$ cat config.mk
export PLATFORM = sky130hd
export DESIGN_NAME = dmem_port_arbiter
export DESIGN_NICKNAME = d
export VERILOG_FILES = /design/src/rtl/mem_pkg.sv /design/src/rtl/dmem_wstrb_gen.sv /design/src/rtl/dmem_port_arbiter.sv
export SDC_FILE = /design/constraint.sdc
export NUM_CORES = 1
export LEC_CHECK = 0
export ABC_AREA = 1
export CAP_MARGIN = 15
export CORE_MARGIN = 2
export CORE_UTILIZATION = 35
export CTS_CLUSTER_SIZE = 12
export DETAILED_ROUTE_END_ITERATION = 8
export DONT_BUFFER_PORTS = 1
export GPL_ROUTABILITY_DRIVEN = 1
export SYNTH_ARGS = -nofsm -noshare
export SYNTH_HDL_FRONTEND = slang
export SYNTH_SLANG_ARGS = --single-unit
$ cat constraint.sdc
create_clock -name clk -period 13.75 [get_ports clk]
set_input_delay 2.75 -clock clk [delete_from_list [all_inputs] [get_ports clk]]
set_output_delay 2.75 -clock clk [all_outputs]
set_load 0.01 [all_outputs]
$ cat src/rtl/mem_pkg.sv
// Shared memory-side definitions: op/size encodings, the BRAM address window,
// and the data-port arbiter state type.
package mem_pkg;

  typedef enum logic [1:0] {
    OP_DISABLE   = 2'b00,
    OP_READ_SEXT = 2'b01,
    OP_READ_ZEXT = 2'b10,
    OP_WRITE     = 2'b11
  } mem_op_e;

  typedef enum logic [1:0] {
    SZ_BYTE     = 2'b00,
    SZ_HALFWORD = 2'b01,
    SZ_WORD     = 2'b10
  } mem_size_e;

  localparam logic [31:0] CPU_BRAM_START = 32'h0000_0000;
  localparam logic [31:0] CPU_BRAM_END   = 32'h007F_FF00;

  typedef enum logic [1:0] {
    ARB_IDLE  = 2'b00,
    ARB_ISSUE = 2'b01,
    ARB_RESP  = 2'b10
  } arb_state_e;

  // Offset form stays well-defined even when lo is zero.
  function automatic logic in_window(input logic [31:0] addr,
                                     input logic [31:0] lo,
                                     input logic [31:0] hi);
    return (addr - lo) <= (hi - lo);
  endfunction

endpackage

$ cat src/rtl/dmem_wstrb_gen.sv
// Byte-lane strobe and lane-swapped write-data generation for the data BRAM
// port; lane 3 ([31:24]) holds the byte at address offset 0.
module dmem_wstrb_gen #(
  parameter logic [1:0] BYTE     = 2'b00,
  parameter logic [1:0] HALFWORD = 2'b01,
  parameter logic [1:0] WORD     = 2'b10
) (
  input  logic [1:0]  addr_lo,
  input  logic [1:0]  mem_size,
  input  logic [31:0] wdata,
  input  logic        in_range,
  output logic [3:0]  web,
  output logic [31:0] dinb,
  output logic        misaligned
);

  logic [3:0] lanes;

  always_comb begin
    lanes      = '0;
    dinb       = '0;
    misaligned = 1'b0;
    case (mem_size)
      BYTE: begin
        lanes = 4'b1000 >> addr_lo;
        dinb  = {4{wdata[7:0]}};
      end
      HALFWORD: begin
        misaligned = addr_lo[0];
        if (addr_lo == 2'b00)      lanes = 4'b1100;
        else if (addr_lo == 2'b10) lanes = 4'b0011;
        dinb = {2{wdata[7:0], wdata[15:8]}};
      end
      WORD: begin
        misaligned = (addr_lo != 2'b00);
        if (addr_lo == 2'b00) lanes = 4'b1111;
        dinb = {wdata[7:0], wdata[15:8], wdata[23:16], wdata[31:24]};
      end
      default: ;
    endcase
    web = (misaligned || !in_range) ? 4'b0000 : lanes;
  end

endmodule

$ cat src/rtl/dmem_port_arbiter.sv
// Round-robin arbiter and sequencer sharing data BRAM port B between the CPU
// load/store stage (requester 0) and the host loader (requester 1).
import mem_pkg::*;

module dmem_port_arbiter #(
  parameter logic [1:0]  MEM_DISABLE    = 2'b00,
  parameter logic [1:0]  MEM_READ_SEXT  = 2'b01,
  parameter logic [1:0]  MEM_READ_ZEXT  = 2'b10,
  parameter logic [1:0]  MEM_WRITE      = 2'b11,
  parameter logic [1:0]  BYTE           = 2'b00,
  parameter logic [1:0]  HALFWORD       = 2'b01,
  parameter logic [1:0]  WORD           = 2'b10,
  parameter logic [31:0] CPU_BRAM_START = mem_pkg::CPU_BRAM_START,
  parameter logic [31:0] CPU_BRAM_END   = mem_pkg::CPU_BRAM_END
) (
  input  logic        clk,
  input  logic        reset,
  input  logic        req0,
  input  logic        req1,
  input  logic [31:0] addr0,
  input  logic [31:0] addr1,
  input  logic [1:0]  memOp0,
  input  logic [1:0]  memOp1,
  input  logic [1:0]  memSize0,
  input  logic [1:0]  memSize1,
  input  logic [31:0] wdata0,
  input  logic [31:0] wdata1,
  output logic        gnt0,
  output logic        gnt1,
  output logic        ack0,
  output logic        ack1,
  output logic        err0,
  output logic        err1,
  output logic        enb,
  output logic [3:0]  web,
  output logic [31:0] addrb,
  output logic [31:0] dinb,
  output logic [1:0]  memOp,
  output logic [1:0]  memSize
);

  arb_state_e  state_q, state_d;
  logic        last_q, last_d;
  logic        win_q, win_d;
  logic        err_q, err_d;
  logic        enb_q, enb_d;
  logic [3:0]  web_q, web_d;
  logic [31:0] addrb_q, addrb_d;
  logic [31:0] dinb_q, dinb_d;
  logic [1:0]  op_q, op_d;
  logic [1:0]  size_q, size_d;

  logic        v0, v1, sel1;
  logic [31:0] addr_m, wdata_m;
  logic [1:0]  op_m, size_m;
  logic        in_range;
  logic [3:0]  web_w;
  logic [31:0] dinb_w;
  logic        mis_w;
  logic        ack;

  // Requester 1 wins only when alone or when requester 0 was served last.
  always_comb begin
    v0       = req0 && (memOp0 != MEM_DISABLE);
    v1       = req1 && (memOp1 != MEM_DISABLE);
    sel1     = v1 && (!v0 || !last_q);
    addr_m   = sel1 ? addr1    : addr0;
    op_m     = sel1 ? memOp1   : memOp0;
    size_m   = sel1 ? memSize1 : memSize0;
    wdata_m  = sel1 ? wdata1   : wdata0;
    in_range = in_window(addr_m, CPU_BRAM_START, CPU_BRAM_END);
  end

  dmem_wstrb_gen #(
    .BYTE     (BYTE),
    .HALFWORD (HALFWORD),
    .WORD     (WORD)
  ) u_wstrb (
    .addr_lo    (addr_m[1:0]),
    .mem_size   (size_m),
    .wdata      (wdata_m),
    .in_range   (in_range),
    .web        (web_w),
    .dinb       (dinb_w),
    .misaligned (mis_w)
  );

  always_comb begin
    state_d = state_q;
    last_d  = last_q;
    win_d   = win_q;
    err_d   = err_q;
    enb_d   = enb_q;
    web_d   = web_q;
    addrb_d = addrb_q;
    dinb_d  = dinb_q;
    op_d    = op_q;
    size_d  = size_q;
    gnt0    = 1'b0;
    gnt1    = 1'b0;
    ack     = 1'b0;
    case (state_q)
      ARB_IDLE: begin
        // Grant is suppressed while reset is held so no accept pulse escapes.
        if ((v0 || v1) && !reset) begin
          gnt0    = !sel1;
          gnt1    = sel1;
          last_d  = sel1;
          win_d   = sel1;
          addrb_d = addr_m;
          op_d    = op_m;
          size_d  = size_m;
          dinb_d  = dinb_w;
          web_d   = (op_m == MEM_WRITE) ? web_w : 4'b0000;
          err_d   = mis_w;
          enb_d   = 1'b1;
          state_d = ARB_ISSUE;
        end
      end
      ARB_ISSUE: begin
        enb_d = 1'b0;
        web_d = '0;
        if (op_q == MEM_WRITE) begin
          ack     = 1'b1;
          state_d = ARB_IDLE;
        end else if ((op_q == MEM_READ_SEXT) || (op_q == MEM_READ_ZEXT)) begin
          state_d = ARB_RESP;
        end else begin
          state_d = ARB_IDLE;
        end
      end
      ARB_RESP: begin
        ack     = 1'b1;
        state_d = ARB_IDLE;
      end
      default: state_d = ARB_IDLE;
    endcase
  end

  always_ff @(posedge clk or posedge reset) begin
    if (reset) begin
      state_q <= ARB_IDLE;
      last_q  <= 1'b1;
      win_q   <= 1'b0;
      err_q   <= 1'b0;
      enb_q   <= 1'b0;
      web_q   <= '0;
      addrb_q <= '0;
      dinb_q  <= '0;
      op_q    <= MEM_DISABLE;
      size_q  <= BYTE;
    end else begin
      state_q <= state_d;
      last_q  <= last_d;
      win_q   <= win_d;
      err_q   <= err_d;
      enb_q   <= enb_d;
      web_q   <= web_d;
      addrb_q <= addrb_d;
      dinb_q  <= dinb_d;
      op_q    <= op_d;
      size_q  <= size_d;
    end
  end

  assign ack0    = ack && !win_q;
  assign ack1    = ack && win_q;
  assign err0    = ack && !win_q && err_q;
  assign err1    = ack && win_q && err_q;
  assign enb     = enb_q;
  assign web     = web_q;
  assign addrb   = addrb_q;
  assign dinb    = dinb_q;
  assign memOp   = op_q;
  assign memSize = size_q;

endmodule

==> parameters.txt <==
Parameter                              Value

Logic synthesis
  Per-instance average area after synthesis ... ~7.4 um2
  Post-synthesis sequential area ratio ... between 40% and 50%
  Nets in the synthesized netlist ... around 770
  Number of storage elements in the synthesis netlist ... 78
  Warning count from the yosys run ... 0
  Leading cell types by total area after synthesis ... dfrtp_1, nand2_1, o21ai_0
  Library cell occupying the most area in the post-synthesis netlist ... dfrtp_1
  Share of the synthesized area in the top cell type ... between 40% and 50%
  Post-synthesis cell type count ... 31
  Number of instances in the synthesized netlist ... roughly 630
  Summed instance area of the synthesized netlist ... ~0.0046 mm2

Finish
  Ant. Diodes ... 0
  Most frequent cells in the layout ... nand2_1, o21ai_0, dfrtp_1
  Final net count ... around 750
  Area growth, synth to finish ... 6.39%
  Commonest non-fill, non-tap cell in the layout ... nand2_1
  Layout fillers ... ~1400
  Number of non-filler instances in the completed layout ... between 700 and 800
  Final Util ... 38.5%
  Layout cell share with drive strength beyond 1 ... ~6.6%

Setup path
  Worst Setup End Kind ... output port
  Length in cells of the worst reg-to-reg path ... 16
  Startpoint Class ... input pin
  Worst reg2reg path startpoint ... last_q$_DFFE_PP1P_
  Category of the most critical setup path ... input pin to output port
  Reg-to-reg critical path endpoint ... web[3]$_DFFE_PP0P_
  Data arrival at the endpoint of the critical path ... 4.75 ns
  FF-to-FF setup slack ... between 9 and 10 ns
  Maximum fanout count along the critical path ... 79
  Data required, critical path ... roughly 11 ns

Power
  Leakage dissipation ... around 2.5 nW
  PD cells ... roughly 190 mW/mm2
  Worst vdd rail ir drop ... 0.0693 mV
  Overall Power ... approximately 900 uW

Clock network
  Clock insertion delay at the later pin of the skew report ... roughly 0.33 ns
  Maximum root-to-sink buffer count ... 2
  Clock edge transition at the registers on the reported setup and hold paths ... 0.06 ns
  CTS hold repair buffers ... 0
  Number of buffers inserted during clock tree synthesis ... 9
  Post-CTS setup buffer count ... 0
  Root Driver ... clkbuf_16
  Number of resized instances in the post-cts repair step ... 0
  TritonCTS sink count ... 78
  Clock tree from TritonCTS ... built
  Deepest level of the CTS H-tree ... 3

Timing
  Worst-case headroom to the max-slew limit ... about a third
  Post-route fraction of the period consumed by the critical path ... between 50% and 60%
  Final period demand of the worst path ... 7.50 ns
  Final setup margin ... roughly 6.3 ns
  Transition time of the tightest slew-check pin ... just under 1 ns
  Final setup violation count ... 0
  Final Max Tran Viols ... 0
  Maximum operating frequency ... around 0.13 GHz
  Summed negative setup slack over all endpoints ... 0 ns
  Setup repair after global routing missed its margin ... false
  Clock skew ... ~0.0035 ns
  Final hold violation count ... 0

Drt
  Vias after detailed routing ... 4012
  Post-detailed-route via-to-cell ratio ... between 5 and 6
  Number of antenna-violating nets in the routed design ... 0
  Met3 routed wirelength ... between 1 and 1.5 mm
  DR iter-0 viols ... ~200
  Routed metal-1 wirelength ... between 5 and 6 mm
  Top Metal Used ... met4
  Remaining DRCs ... 0
  DR pass1 iterations ... 4
  Routed length on met2 ... about 6.8 mm
  Detail-routed net length per standard cell ... 17.8 um
  Drt total wl ... 13.9 mm

Hold path
  Tightest Hold Check Type ... flip-flop to flip-flop
  Cell depth of the worst min-delay path ... 2
  Min-Delay Endpoint ... err_q$_DFFE_PP0P_
  Startpoint of the worst hold path ... err_q$_DFFE_PP0P_

Placed design
  PortBufs ... 0
  Setup Slack @ Placement ... 6.12 ns
  HPWL reported at the end of detailed placement ... ~10 mm
  Final Wtd Congestion ... 0.836
  # placed instances ... 766

Flow run
  Count of maximum capacitance violations ... 0

Global route
  Number of antenna violations at the first check in global routing ... 0
  Pin count of the biggest net entering global routing ... slightly above 80
  Vias in the first global route ... roughly 4000
  Global-route wire length before repair ... ~22 mm
  Total congestion overflow ... 0
  Global-route total usage across every layer ... 19.7%

Floorplanning
  Area of the core ... ~0.013 mm2
  Die footprint ... between 0.01 and 0.015 mm2
  Width of the chip ... roughly 120 um
  I/O pin count ... approximately 220
  Die Y ... roughly 120 um
  Starting density of the core ... 36.2%
  Placement Rows ... 41

Status
  Run status ... finished, final reports clean
-- worst max path at each step --
stage / start / to / slack, ns
after floorplan: reset / gnt0 / 5.50
after global placement: reset / gnt0 / 6.18
after detailed placement: reset / gnt0 / 6.12
after CTS: reset / gnt0 / 6.12
after global routing: reset / gnt0 / 5.87
final: reset / gnt0 / 6.25
-- state kept, by name (all words and copies together) (netlist names) --
| register | cells |
|---|---|
| state_q | 2 |
| web | 4 |
| win_q | 1 |
| addrb | 32 |
| memOp | 2 |
| err_q | 1 |
| enb | 1 |
| memSize | 2 |
| dinb | 32 |
| last_q | 1 |
-- layout make-up --
type	count	area [um2]	area share, %
inverter	66	250	5.11
timing repair buffer	2	15.0	0.307
multi-input combinational	448	2190	44.8
sequential	78	1950	39.9
clock buffer	11	243	4.96
tap	172	215	4.40
clock inverter	5	25.0	0.511
-- critical path: stages --
cell and delay [ns]:
clkinv_2 0.02, buf_4 0.76, nand2_1 0.23, nor2_2 0.20, clkinv_2 0.38, nor2_1 0.38
-- kinds of logic after synthesis --
group | Yosys count | share of synthesized area, %
buf+inv | 99 | 9.87
simple gates | 301 | 28.5
flops | 78 | 42.5
compound gates | 139 | 17.0
fa+ha+maj | 8 | 2.18
-- where the power goes --
| part | total, mW | switching (mW) | internal, mW |
|---|---|---|---|
| clock | 0.214 | 0.0880 | 0.126 |
| sequential | 0.453 | 0.123 | 0.330 |
| combinational | 0.252 | 0.165 | 0.0861 |
-- synth_stat cells, drive strengths merged --
library cell	instances
dfrtp	77
nor3	2
o22ai	15
a22o	13
buf	21
or2	8
nand2	192
ha	8
nor2	60
clkbuf	12
o21ai	102
inv	66
nand3	20
o211ai	3
a21oi	3
nand3b	19
a21boi	3
dfstp	1
-- per-stage QoR --
stage,hold slack [ns],cell area (um2)
floorplan,0.453,4600
global placement,0.480,4630
detailed placement,0.486,4630
CTS,0.499,4890
global route,0.550,4890
finish,0.515,4890
-- layer usage --
metal | up-vias | GRT usage (%)
met5 | - | 0
li1 | 1966 | -
met3 | 11 | 6.76
met4 | 0 | 5.58
met2 | 204 | 34.6
met1 | 1831 | 22.5
Power figures use the tool's default switching activity.
